<file path="config.mk">
export PLATFORM = sky130hd
export DESIGN_NAME = datapath_bus
export DESIGN_NICKNAME = d
export VERILOG_FILES = /design/src/rtl/datapath_pkg.sv /design/src/rtl/datapath_alu.sv /design/src/rtl/datapath_bus.sv
export SDC_FILE = /design/constraint.sdc
export NUM_CORES = 1
export LEC_CHECK = 0
export ABC_AREA = 0
export CAP_MARGIN = 10
export CORE_MARGIN = 3
export CORE_UTILIZATION = 55
export CTS_CLUSTER_DIAMETER = 100
export DETAILED_ROUTE_END_ITERATION = 12
export PLACE_DENSITY = 0.79
export SYNTH_ARGS = -nofsm -noshare
export SYNTH_HDL_FRONTEND = slang
export SYNTH_SLANG_ARGS = --single-unit
</file>
<file path="constraint.sdc">
create_clock -name clk -period 12.4 [get_ports clk]
set_input_delay 2.48 -clock clk [delete_from_list [all_inputs] [get_ports clk]]
set_output_delay 2.48 -clock clk [all_outputs]
set_load 0.05 [all_outputs]
</file>
<file path="src/rtl/datapath_pkg.sv">
// Shared encodings for the datapath and the control FSM: bus source codes,
// load/inc/clear strobe bit indices and ALU op codes.
package datapath_pkg;

   localparam int CTRL_W = 16;

   typedef enum logic [3:0] {
      SRC_NONE = 4'd0,
      SRC_PC   = 4'd1,
      SRC_AR   = 4'd2,
      SRC_IR   = 4'd4,
      SRC_AC   = 4'd5,
      SRC_R    = 4'd6,
      SRC_R1   = 4'd7,
      SRC_R2   = 4'd8,
      SRC_R3   = 4'd9,
      SRC_R4   = 4'd10,
      SRC_DM   = 4'd12,
      SRC_IM   = 4'd13,
      SRC_AC2  = 4'd14
   } src_e;

   localparam int WB_PC  = 1;
   localparam int WB_AR  = 2;
   localparam int WB_IR  = 3;
   localparam int WB_AC  = 4;
   localparam int WB_R   = 5;
   localparam int WB_R4  = 7;
   localparam int WB_R3  = 8;
   localparam int WB_R2  = 9;
   localparam int WB_R1  = 10;
   localparam int WB_DM  = 11;
   localparam int WB_ALU = 12;

   typedef enum logic [2:0] {
      ALU_PASS = 3'd0,
      ALU_ADD  = 3'd1,
      ALU_SUB  = 3'd2,
      ALU_MUL  = 3'd3,
      ALU_LSH  = 3'd4
   } alu_op_e;

endpackage

</file>
<file path="src/rtl/datapath_alu.sv">
// Combinational ALU; all results are unsigned and truncated to DATA_W bits.
module datapath_alu
   import datapath_pkg::*;
#(
   parameter int DATA_W = 16
) (
   input  logic [DATA_W-1:0] a,
   input  logic [DATA_W-1:0] b,
   input  logic [2:0]        op,
   output logic [DATA_W-1:0] y
);

   always_comb begin
      y = a;
      case (op)
         ALU_ADD: y = a + b;
         ALU_SUB: y = a - b;
         ALU_MUL: y = a * b;
         ALU_LSH: y = a << 1;
         default: y = a;
      endcase
   end

endmodule

</file>
<file path="src/rtl/datapath_bus.sv">
// Register-transfer datapath: PC/AR/IR/AC/R/R1-R4 around one shared bus,
// steered by the controller's read/write/inc/clr strobes.
module datapath_bus
   import datapath_pkg::*;
#(
   parameter int DATA_W = 16,
   parameter int ADDR_W = 8
) (
   input  logic              clk,
   input  logic              rst_n,
   input  logic [3:0]        read_en,
   input  logic [15:0]       write_en,
   input  logic [15:0]       inc_en,
   input  logic [15:0]       clr_en,
   input  logic [2:0]        alu_op,
   output logic [5:0]        instruction,
   output logic [15:0]       z,
   output logic [ADDR_W-1:0] dm_addr,
   output logic [DATA_W-1:0] dm_wdata,
   output logic              dm_we,
   input  logic [DATA_W-1:0] dm_rdata,
   output logic [ADDR_W-1:0] im_addr,
   input  logic [DATA_W-1:0] im_rdata,
   output logic [DATA_W-1:0] ac_out
);

   logic [DATA_W-1:0] pc, ar, ir, ac, r, r1, r2, r3, r4;
   logic [DATA_W-1:0] bus, alu_y;

   always_comb begin
      bus = '0;
      case (read_en)
         SRC_PC:          bus = pc;
         SRC_AR:          bus = ar;
         SRC_IR:          bus = ir;
         SRC_AC, SRC_AC2: bus = ac;
         SRC_R:           bus = r;
         SRC_R1:          bus = r1;
         SRC_R2:          bus = r2;
         SRC_R3:          bus = r3;
         SRC_R4:          bus = r4;
         SRC_DM:          bus = dm_rdata;
         SRC_IM:          bus = im_rdata;
         default:         bus = '0;
      endcase
   end

   datapath_alu #(.DATA_W(DATA_W)) u_alu (
      .a  (ac),
      .b  (r),
      .op (alu_op),
      .y  (alu_y)
   );

   always_ff @(posedge clk or negedge rst_n) begin
      if (!rst_n) begin
         pc <= '0;
         ar <= '0;
         ir <= '0;
         r  <= '0;
         r1 <= '0;
         r2 <= '0;
         r3 <= '0;
         r4 <= '0;
      end else begin
         // a jump (bus load) overrides the sequential increment
         if (write_en[WB_PC])    pc <= bus;
         else if (inc_en[WB_PC]) pc <= pc + DATA_W'(1);
         if (write_en[WB_AR]) ar <= bus;
         if (write_en[WB_IR]) ir <= bus;
         if (write_en[WB_R])  r  <= bus;
         if (write_en[WB_R1]) r1 <= bus;
         if (write_en[WB_R2]) r2 <= bus;
         if (write_en[WB_R3]) r3 <= bus;
         if (write_en[WB_R4]) r4 <= bus;
      end
   end

   always_ff @(posedge clk or negedge rst_n) begin
      if (!rst_n)                  ac <= '0;
      else if (clr_en[WB_AC])      ac <= '0;
      else if (write_en[WB_ALU])   ac <= alu_y;
      else if (write_en[WB_AC])    ac <= bus;
      else if (inc_en[WB_AC])      ac <= ac + DATA_W'(1);
   end

   assign instruction = ir[5:0];
   assign z           = {15'b0, (ac == '0)};
   assign dm_addr     = ar[ADDR_W-1:0];
   assign im_addr     = pc[ADDR_W-1:0];
   assign dm_wdata    = bus;
   assign dm_we       = write_en[WB_DM];
   assign ac_out      = ac;

endmodule

</file>
Word level (Yosys, flattened, before mapping)

Index checks and enable logic that the tools add are counted.
Widths: inputs -> output; s select.

Add/subtract/negate cells: 4
$mul: 1
Equality and inequality tests: 17
Muxes and demuxes: 8
Reductions and logical operators: 5

Operators with widths:

| operator              | number |
|---|---|
| $pmux 16 s11          | 1 |
| $mux 16               | 6 |
| $pmux 16 s4           | 1 |
| $add 16x1->16 const B | 2 |
| $eq 4x4->1 const B    | 6 |
| $add 16x16->16        | 1 |
| $eq 4x3->1 const B    | 4 |
| $logic_not 16->1      | 1 |
| $mul 16x16->16        | 1 |
| $sub 16x16->16        | 1 |
| $eq 3x2->1 const B    | 2 |
| $ne 6x1->1 const B    | 1 |
| $eq 4x1->1 const B    | 1 |
| $eq 4x2->1 const B    | 1 |
| $reduce_bool 4->1     | 1 |
| $eq 3x1->1 const B    | 1 |
| $eq 3x3->1 const B    | 1 |
| $reduce_and 2->1      | 1 |
| $reduce_bool 2->1     | 1 |
| $reduce_or 2->1       | 1 |

Register bits: 144
Output and inout bits: 71

Depth between registers and ports, before layout

Word-level depth: 6
Mapped depth: 22
Mapped depth without buffers: 20

By module

A second synthesis with hierarchy kept.

Cells, all modules: 1611
Area, all modules: 13704.4 sq um

By module, submodules not included:

| module       | times used | cells an instance | area each (sq um) | seq. area each (sq um) |
|---|---|---|---|---|
| datapath_bus | 1          | 891               | 8105.3            | 3603.5 |
| datapath_alu | 1          | 720               | 5599.1            | 0.0 |

Worst setup path before layout

No wires, ideal clock.

Path kind: input to output
Start: input port read_en[1]
End: output port dm_wdata[2]
Arrival: 4.159 ns
Data required time: 9.920 ns
Path slack: 5.761 ns
Cell stages on the path: 8
Buffers on the path: 3
Cells stage by stage: buf_2 > and4b_1 > buf_2 > buf_4 > a22oi_1 > nand3_1 > a211oi_2 > inv_1

Word-level cells in the longest chain between the ends: 3
Elaborated cells on any way between the ends: 14
Classes of those cells: eq/ne (12); mux (1); reduce/logical (1)

Ends and longest elaborated chain:

| item                                            | RTL line           | text |
|---|---|---|
| from (decl)                                     | datapath_bus.sv:11 | `input logic [3:0] read_en,` |
| $eq 4x3->1 / $eq 4x4->1 (equally long branches) | datapath_bus.sv:32 | `case (read_en)` |
| $reduce_or 2->1                                 | datapath_bus.sv:32 |  |
| $pmux 16 s11 (*)                                | datapath_bus.sv:32 |  |
| to (decl)                                       | datapath_bus.sv:19 | `output logic [DATA_W-1:0] dm_wdata,` |

Every way passes the cells marked *; elsewhere a longest branch is shown, timed or not.

Worst setup path after layout

Start: input port read_en[1]
End: output port dm_wdata[10]

Same word-level chain as after synthesis.

==> flow_metrics.tcl <==
set metrics [dict create \
    synth_top_family_by_area "adder cells" \
    grt_max_degree 93 \
    synth_compound_area_share_pct 18.6 \
    holdWs_ns 0.530 \
    internal_power_w 0.00151 \
    viasPerCell 6.17 \
    max_slew_margin_pct 14.2 \
    maxCapViolCount 0 \
    overflow 0 \
    met1_usage_pct 38.0 \
    critical_path_class "input pin to primary output" \
    finalHoldViolations 0 \
    synthArstFlopShare_pct 100 \
    clk_pin_slew_ns 0.07 \
    switching_share_pct 46.0 \
    grt_util_all_layers_pct 30.9 \
    ant_nets 0 \
    top_usage_layer "met2" \
    drcViolationCount 0 \
    place_hpwl_mm 27.1 \
    htreeDepth 4 \
    synth_edf_count 0 \
    rsz0062_at_grt "false" \
    pwr_density_cell_nw_per_um2 192 \
    synth_cell_types 75 \
    yosysWarningCount 0 \
    clock_path_buffers 2 \
    peakVddDrop_mv 0.134 \
    cts-root-buf "clkbuf_16" \
    tightest_slew_ns 1.28 \
    holdCritPathClass "register to register" \
    hold_buffers 0 \
    combPwrFrac_pct 58.1 \
    setup_violations 0 \
    syn_to_final_growth_pct 12.6 \
    drtIter0Drc 1364 \
    firstDrtPassIters 6 \
    critPathLaunchType "input pin" \
    cts.sinks 144 \
    synth-main-ff-cell "dfrtp_1" \
    totalWireLength_mm 39.6 \
    cts_buffers 17 \
    die_h_um 160 \
    met3_usage_pct 5.67 \
    critPathMaxFanout 16 \
    cts_tree "yes" \
    io_buffers 108 \
    crit_path_end_kind "primary output" \
    syn_inst 1512 \
    final_layout_size_suffix_gt1_share_pct 6.52 \
    tns_ns 0 \
    final_max_slew_viol_count 0 \
    period_minus_slack_ns 8.62 \
    ys_ff_latch 144 \
    n_antenna_cell 0 \
    p_leak_nw 6.53 \
    outcome "finished, final reports clean" \
    grt_pass1_vias 11600 \
    wl_per_cell_um 21.2 \
    max_freq_mhz 116 \
    ios 160 \
    worstPathRequired_ns 9.92 \
    synth-xor-area-share_pct 5.91 \
    p_sw_w 0.00129 \
    netlist_area_um2 13000 \
    dieArea_um2 25500 \
    synth.area.mux_share_pct 0.434 \
    yosysSeqAreaShare_pct 27.8 \
    vias 11500 \
    post_cts_buffers 0 \
    antenna_found_initial 0 \
    initial_core_util_pct 56.6 \
    cts_resized 0 \
    gp_congestion 0.974 \
    num-nets-final 1776 \
    core_area_um2 22900 \
    use_met2_pct 50.8 \
    num_rows 55 \
    yosys.area_share.simple_pct 18.3 \
    worstSkewPairLatency_ns 0.42 \
    pwr-share-seq_pct 23.6 \
    cp_data_arrival_time_ns 6.14 \
    finalCritPeriodShare_pct 69.5 \
    syn_avg_cell_area_um2 8.58 \
    synthAdderAreaFrac_pct 19.2 \
    dieWidth_um 160 \
    grt_pass1_wl_mm 62.3 \
    pwr-share-clk_pct 18.3 \
    fin_worst_skew_ns 0.0116 \
]
-- critical path: stages --
cell             delay [ns]
clkdlybuf4s50_1        0.90
nor4b_4                1.03
a22oi_1                0.30
nand3_1                0.21
a211oi_2               0.10
buf_4                  0.23
inv_2                  0.08
clkdlybuf4s50_1        0.80
-- routing by layer --
layer  wire (µm)  part of all wire [%]  up-vias
met5           0                     0        -
li1            -                     -     5079
met1       14600                    37     5524
met4        2680                   6.8        0
met3        3680                   9.3      161
met2       18600                    47      723
-- state kept, by name, indices dropped and copies added, names as in the netlist --
register	count
ir	16
r4	16
r	16
ar	16
pc	16
ac_out	16
r2	16
r3	16
r1	16
-- metrics by stage --
step                      instance area, µm²  cells  setup WS (ns)  power (W)  utilization [%]
after global placement                 14000   1831           3.89    0.00224             61.2
after floorplan                        13000   1526           5.76    0.00184                -
final                                  14600   1863           3.78    0.00280             63.7
after CTS                              14600   1863           3.87    0.00279             63.7
after global routing                   14600   1863           3.72    0.00300             63.7
after detailed placement               14000   1831           3.88    0.00227             61.2
-- power by group through the flow --
stage                     Sequential, W  Combinational [W]  Clock (W)
after floorplan                0.000633            0.00121          0
after CTS                      0.000656            0.00162   0.000512
after global placement         0.000660            0.00158          0
after detailed placement       0.000663            0.00161          0
final                          0.000661            0.00163   0.000513
after global routing           0.000668            0.00179   0.000537
-- Yosys cell counts (5+ instances only) --
master / count / area, µm²
xnor2_1: 64 / 561
nor2_1: 188 / 706
a211o_1: 6 / 52.6
nand4_1: 5 / 31.3
a22oi_1: 80 / 601
ha_1: 69 / 863
nor4_1: 5 / 31.3
or3_1: 6 / 37.5
a21oi_1: 162 / 811
a211oi_2: 7 / 87.6
inv_1: 136 / 510
xor2_1: 21 / 184
nand3b_1: 6 / 45.0
buf_2: 26 / 130
nor3_1: 22 / 110
nand2_1: 114 / 428
fa_1: 81 / 1620
clkbuf_1: 71 / 267
o221ai_1: 7 / 61.3
a211oi_1: 16 / 120
dfrtp_1: 144 / 3600
a21o_1: 8 / 60.1
nand2b_1: 10 / 62.6
a211oi_4: 8 / 160
and2_1: 66 / 413
o21ai_0: 14 / 70.1
and3_1: 5 / 31.3
o21a_1: 6 / 45.0
nand3_1: 31 / 155
buf_4: 43 / 323
o211ai_1: 6 / 45.0
-- worst paths after layout --
| check | from | to | slack (ns) | depth (start not counted) |
|---|---|---|---|---|
| worst max-delay path | read_en[1] | dm_wdata[10] | 3.78 | 8 |
| worst min-delay path | r4[4] | r4[4] | 0.53 | 2 |
| worst max register to register | ac_out[5] | ac_out[12] | 6.26 | 18 |
| worst min register to register | r4[4] | r4[4] | 0.53 | 2 |
| max in group asynchronous | rst_n | ar[2] | 9.06 | 2 |
| min in group asynchronous | rst_n | ir[4] | 2.12 | 1 |
-- layout make-up --
cell class              count  area [µm²]
flip-flops and latches    144        3600
multi-input cells        1098        8200
clock buffers              18         429
clock inverters            14         154
repair buffers            137        1300
fillers                  1900        8320
inverters                 139         522
well taps                 313         392
-- cells in the final DEF (no fill, tap or decap), types with 7 or more instances in the layout --
master,Yosys,layout
xnor2_1,64,64
ha_1,69,69
nor3_1,22,22
a21o_1,8,8
nor2_1,188,188
a211oi_4,8,8
xor2_1,21,21
nand3_1,31,31
a22oi_1,80,80
conb_1,1,15
dfrtp_1,144,144
nand2_1,114,114
clkdlybuf4s50_1,0,107
a21oi_1,162,162
o221ai_1,7,7
and2_1,66,66
buf_4,43,29
a211oi_2,7,8
o21ai_0,14,14
nand2b_1,10,10
fa_1,81,81
clkbuf_16,0,17
a211oi_1,16,15
inv_1,136,136
-- logic make-up (layout without fill, tap and decap cells) --
group | after synthesis | count (layout)
AOI/OAI and AO/OA | 356 | 356
xor gates and xnor gates | 86 | 86
adders and majority gates | 150 | 150
buffers and inverters | 284 | 308
DFF | 144 | 144
muxes | 5 | 5
other | 1 | 15
and+or+nand+nor | 486 | 486
(Power assumes the default switching activity.)
